## config.mk

```make
export PLATFORM = sky130hd
export DESIGN_NAME = mem_reader
export DESIGN_NICKNAME = d
export VERILOG_FILES = /design/src/rtl/mem_pkg.sv /design/src/rtl/mem_reader_fifo.sv /design/src/rtl/mem_reader.sv
export SDC_FILE = /design/constraint.sdc
export NUM_CORES = 1
export LEC_CHECK = 0
export ABC_CLOCK_PERIOD_IN_PS = 3520
export CAP_MARGIN = 30
export CORE_UTILIZATION = 50
export CTS_CLUSTER_SIZE = 30
export DETAILED_ROUTE_END_ITERATION = 10
export PLACE_DENSITY_LB_ADDON = 0.05
export SYNTH_ARGS = -nofsm -noshare
export SYNTH_HDL_FRONTEND = slang
export SYNTH_SLANG_ARGS = --single-unit
```

## constraint.sdc

```tcl
create_clock -name Clk -period 3.52 [get_ports Clk]
set_clock_uncertainty 0.05 [all_clocks]
set_input_delay 0.528 -clock Clk [delete_from_list [all_inputs] [get_ports Clk]]
set_output_delay 0.528 -clock Clk [all_outputs]
set_load 0.05 [all_outputs]
```

## src/rtl/mem_pkg.sv

```systemverilog
// Shared sizing constants and FSM state encoding for the mem_reader block.
package mem_pkg;

    localparam int MEM_AW    = 6;
    localparam int MEM_DW    = 8;
    localparam int MEM_DEPTH = 64;

    typedef enum logic [2:0] {
        IDLE  = 3'd0,
        READ  = 3'd1,
        DRAIN = 3'd2,
        CHK   = 3'd3,
        DONE  = 3'd4
    } state_t;

endpackage

```

## src/rtl/mem_reader_fifo.sv

```systemverilog
// Two-entry FIFO buffering read data between the memory port and the output stream.
// Push and pop may occur in the same cycle, including when full.
module mem_reader_fifo
    import mem_pkg::*;
#(
    parameter int DW = MEM_DW
) (
    input  logic          i_clk,
    input  logic          i_rst_n,
    input  logic          i_push,
    input  logic [DW-1:0] i_data,
    input  logic          i_pop,
    output logic [DW-1:0] o_data,
    output logic [1:0]    o_count,
    output logic          o_full,
    output logic          o_empty
);

    logic [DW-1:0] r_mem [2];
    logic          r_wr_ptr;
    logic          r_rd_ptr;
    logic [1:0]    r_count;
    logic          w_push;
    logic          w_pop;

    assign o_empty = (r_count == 2'd0);
    assign o_full  = (r_count == 2'd2);
    assign o_count = r_count;
    assign o_data  = r_mem[r_rd_ptr];

    // A push into a full FIFO is only legal when the head leaves in the same cycle.
    assign w_pop  = i_pop & ~o_empty;
    assign w_push = i_push & (~o_full | w_pop);

    always_ff @(posedge i_clk) begin
        if (!i_rst_n) begin
            // NOTE: storage is reset too, so the stream output reads zero straight out of reset.
            r_mem[0] <= '0;
            r_mem[1] <= '0;
            r_wr_ptr <= 1'b0;
            r_rd_ptr <= 1'b0;
            r_count  <= 2'd0;
        end else begin
            // NOTE: non-blocking assignments so every register samples pre-edge values.
            if (w_push) begin
                r_mem[r_wr_ptr] <= i_data;
                r_wr_ptr        <= ~r_wr_ptr;
            end
            if (w_pop) begin
                r_rd_ptr <= ~r_rd_ptr;
            end
            case ({w_push, w_pop})
                2'b10:   r_count <= r_count + 2'd1;
                2'b01:   r_count <= r_count - 2'd1;
                default: r_count <= r_count;
            endcase
        end
    end

endmodule

```

## src/rtl/mem_reader.sv

```systemverilog
// Scans DEPTH words of a one-cycle-latency memory and streams them out over Valid/Ready.
// Optional trailing checksum byte enabled by defining MEM_READER_CHKSUM_EN.
module mem_reader
    import mem_pkg::*;
#(
    parameter int AW    = MEM_AW,
    parameter int DW    = MEM_DW,
    parameter int DEPTH = MEM_DEPTH
) (
    input  logic          Clk,
    input  logic          Rst,
    input  logic          start,
    output logic [AW-1:0] AB,
    output logic          RdEn,
    input  logic [DW-1:0] DB,
    output logic [DW-1:0] Dout,
    output logic          Valid,
    input  logic          Ready,
    output logic          Busy,
    output logic          Done
);

    localparam logic [AW-1:0] LAST_ADDR = AW'(DEPTH - 1);

    state_t        r_state;
    state_t        w_next;
    logic [AW-1:0] r_addr;
    logic          r_inflight;
    logic          w_rd_en;
    logic          w_pop;
    logic [2:0]    w_level;
    logic [DW-1:0] w_fifo_data;
    logic [1:0]    w_fifo_count;
    logic          w_fifo_full;
    logic          w_fifo_empty;

    mem_reader_fifo #(.DW(DW)) u_fifo (
        .i_clk   (Clk),
        .i_rst_n (Rst),
        .i_push  (r_inflight),
        .i_data  (DB),
        .i_pop   (w_pop),
        .o_data  (w_fifo_data),
        .o_count (w_fifo_count),
        .o_full  (w_fifo_full),
        .o_empty (w_fifo_empty)
    );

    assign w_pop = ~w_fifo_empty & Ready;

    // Occupancy after this cycle's pop, counting the read whose data lands next edge;
    // crediting the pop is what sustains one byte per cycle with a 2-entry FIFO.
    assign w_level = {1'b0, w_fifo_count} + {2'b00, r_inflight} - {2'b00, w_pop};

    always_comb begin
        // NOTE: defaults first so no branch can leave a latch behind.
        w_next  = r_state;
        w_rd_en = 1'b0;
        case (r_state)
            IDLE: begin
                if (start) w_next = READ;
            end
            READ: begin
                if ((w_level < 3'd2) && !w_fifo_full) begin
                    w_rd_en = 1'b1;
                    if (r_addr == LAST_ADDR) w_next = DRAIN;
                end
            end
            DRAIN: begin
                if (w_fifo_empty && !r_inflight) begin
`ifdef MEM_READER_CHKSUM_EN
                    w_next = CHK;
`else
                    w_next = DONE;
`endif
                end
            end
`ifdef MEM_READER_CHKSUM_EN
            CHK: begin
                if (Ready) w_next = DONE;
            end
`endif
            DONE:    w_next = IDLE;
            default: w_next = IDLE;
        endcase
    end

    always_ff @(posedge Clk) begin
        if (!Rst) begin
            r_state    <= IDLE;
            r_addr     <= '0;
            r_inflight <= 1'b0;
        end else begin
            r_state    <= w_next;
            r_inflight <= w_rd_en;
            if (r_state == IDLE) begin
                r_addr <= '0;
            end else if (w_rd_en) begin
                r_addr <= r_addr + AW'(1);
            end
        end
    end

`ifdef MEM_READER_CHKSUM_EN
    logic [7:0] r_sum;

    always_ff @(posedge Clk) begin
        if (!Rst) begin
            r_sum <= 8'd0;
        end else if ((r_state == IDLE) && start) begin
            r_sum <= 8'd0;
        end else if (w_pop) begin
            r_sum <= r_sum + 8'(w_fifo_data);
        end
    end

    assign Dout  = (r_state == CHK) ? DW'(r_sum) : w_fifo_data;
    assign Valid = ~w_fifo_empty | (r_state == CHK);
`else
    assign Dout  = w_fifo_data;
    assign Valid = ~w_fifo_empty;
`endif

    assign AB   = r_addr;
    assign RdEn = w_rd_en;
    assign Busy = (r_state != IDLE);
    assign Done = (r_state == DONE);

endmodule

```

==> results of run 1 <==
-- critical path, delay by kind of cell (launching register included) --
family	cells	cell delay, ns
flops	1	0.38
fa+ha+maj	2	0.80
buf+inv	2	0.21
compound gates	1	0.10
simple gates	4	0.96
-- cell type report --
cell class                      instances  area share, %
Multi-Input combinational cell         88           33.6
Timing Repair Buffer                   33           17.7
Tap cell                               31           2.07
Clock inverter                          3           2.07
Clock buffer                            5           2.01
Sequential cell                        31           42.0
Inverter                                3          0.602
-- path summary, 6_finish.rpt --
kind                end              start  slack, ns
hold reg to reg    flop    u_fifo.r_rd_ptr       0.47
setup / recovery   RdEn  u_fifo.o_count[1]       0.15
setup reg to reg  AB[5]  u_fifo.o_count[1]       0.35
hold / removal     flop    u_fifo.r_rd_ptr       0.47
-- power groups by stage --
| stage | clock, mW | combinational (mW) | sequential (mW) |
|---|---|---|---|
| after detailed placement | 0 | 0.446 | 0.478 |
| after global routing | 0.294 | 0.501 | 0.480 |
| after global placement | 0 | 0.437 | 0.476 |
| final | 0.272 | 0.468 | 0.471 |
| after CTS | 0.280 | 0.447 | 0.470 |
| after floorplan | 0 | 0.326 | 0.459 |
-- routing by layer --
layer	track usage, %	vias up	wire, um	share of wire [%]
met5	0	-	0	0
met2	32.2	23	1350	50
met3	5.39	6	90	3.4
met1	23.1	486	1180	44
met4	15.0	0	65	2.4
li1	-	531	-	-
-- registers in the layout (all words and copies together) (netlist names), named ones only --
signal / count
u_fifo.r_wr_ptr: 1
r_inflight: 1
u_fifo.r_rd_ptr: 1
u_fifo.o_count: 2
u_fifo.r_mem: 16
r_state: 3
AB: 6
-- cells by family (layout without fill, tap and decap cells) --
kind of cell             Yosys count  count (layout)  synth area share (%)
multiplexers                       9               9                  6.99
buffers and inverters              6              44                  1.66
flip-flops                        31              31                  54.5
XOR/XNOR                           6               6                  3.67
AO/OA/AOI/OAI                     11              11                  5.68
AND/OR/NAND/NOR                   58              58                  23.5
adder cells (fa/ha/maj)            4               4                  4.02
-- cells in the mapped netlist, types with 2 or more instances --
master      n  area [sq um]
a21oi_1     3          15.0
and2_1      9          56.3
and3_1      9          56.3
clkbuf_1    2          7.51
dfxtp_1    15           300
edfxtp_1   16           480
ha_1        3          37.5
inv_1       3          11.3
mux2_2      8          90.1
nand2_1     7          26.3
nand2b_1    2          12.5
nand3_1     3          15.0
nor2_1     11          41.3
nor4_1      2          12.5
o2111ai_1   2          17.5
o21ai_0     2          10.0
or4_1       4          30.0
xnor2_1     2          17.5
xor2_1      4          35.0
-- timing repair --
item,CTS,global route
buffers inserted,0,3
setup endpoints to repair,0,1
gates resized for setup,0,4
-- through the flow --
stage,cells,instance area (sq um)
after floorplan,125,1430
final,194,1870
after detailed placement,183,1770
after CTS,191,1840
after global routing,194,1870
after global placement,182,1760
==> results.cfg, run 1 <==
[outcome]
status = complete, no violations

[pwr]
p_leak_nw = 0.742
finalPower_mw = 1.21
power_switching_share_pct = 36.3
seqPwrFrac_pct = 38.9
clock_power_share_pct = 22.5
combPwrFrac_pct = 38.7
irDropWorstVdd_mv = 0.510
power_switching_mw = 0.439
power_density_mw_per_mm2 = 647
p_int_mw = 0.772

[final_layout]
multi_input_area_sq_um = 628
n_fill_cell = 199
layout_commonest_cell = clkdlybuf4s50_1
layout_common_cells = clkdlybuf4s50_1 (28), edfxtp_1 (16), dfxtp_1 (13), nor2_1 (11)
nets = 178
area_growth_syn_to_layout_pct = 30.6
finish.utilization_pct = 68.4
seqCellArea_sq_um = 786
diodes = 0
layout-drive-gt1-share_pct = 17.8

[setup_path]
cp_cell_sequence = or2_2 > and2_1 > ha_1 > nand2b_1 > fa_1 > and4bb_2 > o21ai_4 > inv_2 > buf_12
cp-start-kind = flop
reg2reg_depth = 10
cp_max_fo = 7
max_stage_delay_ns = 0.51
path_class = flop to output port
slowest_stage = fa_1
critical_path_required_ns = 2.94
end_kind = output port
cp_data_arrival_time_ns = 2.79

[sta]
max_freq_ghz = 0.297
tightest_slew_ns = 0.514
hold_viol = 0
final_max_slew_viol_count = 0
rsz0062_at_grt = false
holdWs_ns = 0.467
maxSlewHeadroom_pct = 65.6
setup_ws_ns = 0.153
setup-tns-final_ns = 0
min_period_ns = 3.37
period_share_pct = 95.7
setup_viol = 0

[detailed_routing]
drtIter0Drc = 28
post_drt_wl_per_cell_um = 13.8
ant_nets = 0
routed_via_density = 5.39
finalWirelength_mm = 2.68
dr.pass1.iters = 4
vias = 1046
drc = 0

[global_route]
grtUsageTotal_pct = 20.2
grt_pass1_wl_mm = 4.60
grt_pass1_vias = 1017
grt_remaining_overflow = 0
grt_max_degree = 13
antenna_found_initial = 0

[synthesis]
async_flop_share_pct = 0
syn_inst = 125
yosysWarnings = 0
yosys_most_used_dff = edfxtp_1
synth.ff_latch_count = 31
avgSynthCellArea_sq_um = 11.5
syn_area_sq_mm = 0.00143
synth.distinct_cells = 37
synthesis.nets = 141
yosysSeqAreaShare_pct = 54.5
synth_edf_count = 16

[die]
core_area_sq_mm = 0.00273
io_pins = 30
num_rows = 19
die_area_sq_mm = 0.00308
start_util_pct = 52.4
die_w_um = 55.5
die_h_um = 55.5

[clock_tree]
cts_tree = built
clkLatencyLatePin_ns = 0.34
cts_made_buffers = 5
root_buffer = clkbuf_4
hold_buffers = 0
cts_max_level = 2
clock-sinks = 31
clockBufferDepth = 2
clkTransAtPathRegs_ns = 0.10

[job]
cap_violations = 0

[worst_hold_path]
hp-class = flop to flop
min_path_cells = 2

[placement]
numPortBuffers = 29
gp_congestion = 0.792
dp.final_hpwl_mm = 1.88
pre_cts_ws_ns = 0.193
Note: power is estimated with default switching activity, not from simulation.
==> run 2: changes to the inputs <==
--- a/config.mk
+++ b/config.mk
@@ -5,11 +5,11 @@
 export SDC_FILE = /design/constraint.sdc
 export NUM_CORES = 1
 export LEC_CHECK = 0
-export ABC_CLOCK_PERIOD_IN_PS = 3520
 export CAP_MARGIN = 30
 export CORE_UTILIZATION = 50
 export CTS_CLUSTER_SIZE = 30
 export DETAILED_ROUTE_END_ITERATION = 10
+export GPL_TIMING_DRIVEN = 0
 export PLACE_DENSITY_LB_ADDON = 0.05
 export SYNTH_ARGS = -nofsm -noshare
 export SYNTH_HDL_FRONTEND = slang
==> results.cfg, run 2 (same netlist as run 1, synthesis figures left out) <==
[outcome]
status = complete, no violations

[setup_path]
end_kind = output port
cp-endpoint = RdEn
regToRegStartpoint = u_fifo.o_count[1]
cp_max_fo = 7
startpoint = u_fifo.o_count[1]
cp-start-kind = flop
reg2reg_depth = 10
critical_path_required_ns = 2.94
worstReg2RegEnd = AB[5]
r2r_setup_slack_ns = 0.32
path_class = flop to output port
cp_data_arrival_time_ns = 2.84

[sta]
maxSlewHeadroom_pct = 65.7
period_share_pct = 97.2
rsz0062_at_grt = false
final_max_slew_viol_count = 0
max_freq_ghz = 0.292
hold_viol = 0
setup_ws_ns = 0.100
tightest_slew_ns = 0.513
holdWs_ns = 0.455
min_period_ns = 3.42
setup_viol = 0

[final_layout]
nets = 182
diodes = 0
layout_common_cells = clkdlybuf4s50_1 (28), edfxtp_1 (16), dfxtp_1 (13), nor2_1 (11), and3_1 (9)
finalInstanceArea_sq_mm = 0.00186
finish.utilization_pct = 67.9
largest_reg_flops = 16
instances_no_fill = 198
top_register = u_fifo.r_mem
seqCellArea_sq_um = 786
multi_input_area_sq_um = 631
layout_commonest_cell = clkdlybuf4s50_1
n_fill_cell = 217
layout-drive-gt1-share_pct = 17.4
area_growth_syn_to_layout_pct = 29.6

[clock_tree]
cts_tree = built
root_buffer = clkbuf_4
clkLatencyLatePin_ns = 0.34
clock-sinks = 31
clockBufferDepth = 2
cts_made_buffers = 5
clkTransAtPathRegs_ns = 0.09
cts_max_level = 2

[die]
core_area_sq_mm = 0.00273
die_area_sq_mm = 0.00308
start_util_pct = 52.4
die_w_um = 55.5
num_rows = 19
io_pins = 30
die_h_um = 55.5

[global_route]
grt_pass1_vias = 1115
grt_pass1_wl_mm = 4.67
grt_max_degree = 11
grt_remaining_overflow = 0
antenna_found_initial = 0
grtUsageTotal_pct = 20.2

[placement]
placed_cell_area_sq_mm = 0.00177
numPortBuffers = 29
gp_congestion = 0.739
dpl.cell_count = 186
dp.final_hpwl_mm = 1.96
pre_cts_ws_ns = -0.418

[detailed_routing]
dr.pass1.iters = 4
finalWirelength_mm = 2.92
routed_via_density = 5.56
post_drt_wl_per_cell_um = 14.7
drtIter0Drc = 36
drc = 0
ant_nets = 0
vias = 1100

[pwr]
power_density_mw_per_mm2 = 619
p_leak_nw = 0.740
irDropWorstVdd_mv = 0.481

[worst_hold_path]
hp-class = flop to flop

[job]
cap_violations = 0
[run 2: timing repair]
item	CTS	global route
hold buffers	0	0
pin swaps	0	1
buffers inserted	0	4
resized for setup	6	5
setup endpoints to repair	1	1
[run 2: how the worst min path moves through the flow]
stage                from         end  slack (ns)  cells past startpoint
3_5_place_dp        AB[5]       AB[5]        0.44                      2
4_1_cts             AB[5]       AB[5]        0.46                      2
2_1_floorplan  r_inflight  r_state[2]        0.41                      1
6_report            AB[5]       AB[5]        0.46                      2
5_1_grt             AB[5]       AB[5]        0.48                      2
3_3_place_gp        AB[5]       AB[5]        0.43                      2
[run 2: cell type report]
cell class,instances,share of cell area (%)
inverters,3,0.606
clock buffers,6,2.22
clock inverters,2,0.404
multi-input cells,88,34.0
repair buffers,34,17.7
flip-flops and latches,31,42.3
plain buffers,3,0.674
well taps,31,2.09
[run 2: where the power goes]
part | switching, mW | internal [mW] | total, mW
registers | 0.0292 | 0.427 | 0.456
clock network | 0.123 | 0.0738 | 0.197
logic | 0.294 | 0.203 | 0.497
total | 0.446 | 0.703 | 1.15
[run 2: critical path, stage by stage (launching register included)]
cell and delay, ns:
dfxtp_4 0.37, or2_2 0.34, and2_4 0.18, ha_1 0.28
nand2b_1 0.16, fa_1 0.55, and4bb_2 0.29, o21ai_4 0.09
inv_1 0.08, buf_6 0.15
[run 2: through the flow]
| stage | total power [mW] | TNS (ns) |
|---|---|---|
| 4_1_cts | 1.11 | 0 |
| 2_1_floorplan | 0.785 | 0 |
| 5_1_grt | 1.20 | 0 |
| 6_report | 1.15 | 0 |
| 3_5_place_dp | 0.921 | -0.418 |
| 3_3_place_gp | 0.908 | -0.408 |
[run 2: per-layer routing]
layer  GRT usage (%)  part of all wire, %
met1            20.2                   41
met2            36.1                   53
met3            5.39                  4.2
met4            13.9                  2.5
met5               0                    0
==> RTL change (settings of run 1) <==
Set the package constant `MEM_DW` to 6 (it was 8).
--- a/src/rtl/mem_pkg.sv
+++ b/src/rtl/mem_pkg.sv
@@ -3,5 +3,5 @@
 
     localparam int MEM_AW    = 6;
-    localparam int MEM_DW    = 8;
+    localparam int MEM_DW    = 6;
     localparam int MEM_DEPTH = 64;
 
Ports: changed (resized DB and Dout); port bits go from 30 to 26. The function was not compared with the original's and may differ.
==> RTL change against run 1 <==
Non-clock buffer count shrank 5. Sequential cell count is 4 lower. Critical path depth is 1 lower. Wire length shrank 18%. Setup slack got worse by 1.5 ps. Area after synthesis shrank 9.8%. Power fell by 23%. Design area decreased by 14%.
==> RTL change: results (changes against run 1) <==
| Metric | Value |
|---|---|
| Status | `completed` |
| HPWL Detailed | `1.67 mm (-11%)` |
| First-iteration detailed-routing DRC count | `9 (-68%)` |
| Inserted Clock Buffers | `3 (-2)` |
| Placed inst area | `0.00157 mm2 (-11%)` |
| Fillers | `218 (+9.5%)` |
| Global-route wire length before repair | `3.48 mm (-24%)` |
| Share of cells above drive strength 1 | `16.8% (-1.0 points)` |
| Number of global-route vias before repair | `851 (-16%)` |
| Peak supply drop | `403 uV (-21%)` |
| Post-Syn Nets | `130 (-7.8%)` |
| FFs & Latches | `27 (-13%)` |
| Placed insts | `168 (-8.2%)` |
| # nets final | `158 (-11%)` |
| Clock-cell share | `1.63% (-2.4 points)` |
| Normalized max-slew margin | `42.7% (-23 points)` |
| Count of cell types in the netlist | `36 (-2.7%)` |
| Grt met3 use | `2.90% (-2.5 points)` |
| Layout Utilization | `65.5% (-2.9 points)` |
| # Taps | `30 (-3.2%)` |
| Met1 Use GR | `19.8% (-3.3 points)` |
| IO buf count | `25 (-14%)` |
| Gr usage total | `17.3% (-2.9 points)` |
| Synth cell count leaders | `15 x dfxtp_1, 12 x edfxtp_1, 10 x nor2_1` |
| Buffers, non-clock | `28 (-15%)` |
| Max FFs per register | `12 (-4)` |
| Worst-Skew Late Latency | `320 ps (-20 ps)` |
| Area of the multi-input gates | `586 um2 (-6.8%)` |
| Met2 wire len | `1.10 mm (-18%)` |
| Number of flops mapped to enable cells by yosys | `12 (-4)` |
[RTL change: worst paths after layout]
path                           from         end  slack [ps]  cells past startpoint
setup / recovery  u_fifo.o_count[1]        RdEn         150                      8
hold / removal           r_state[1]  r_state[0]         440                      1
setup reg to reg  u_fifo.o_count[1]       AB[5]         610                     10
hold reg to reg          r_state[1]  r_state[0]         440                      1
[RTL change: report_power, final]
| part | internal, uW | total, uW | switching, uW |
|---|---|---|---|
| Combinational | 175 | 395 | 220 |
| Sequential | 369 | 406 | 37.3 |
| Clock | 44.3 | 132 | 87.7 |
| Total | 588 | 933 | 345 |
[RTL change: cell families (layout without fill, tap and decap cells)]
group                    Yosys count  count (layout)  synth area share, %
buffers and inverters              8              35                 3.58
multiplexers                       7               7                 6.00
adder cells (fa/ha/maj)            4               4                 4.45
XOR/XNOR                           8               8                 5.42
AO/OA/AOI/OAI                     12              12                 6.39
flip-flops                        27              27                 51.1
AND/OR/NAND/NOR                   50              50                 23.0
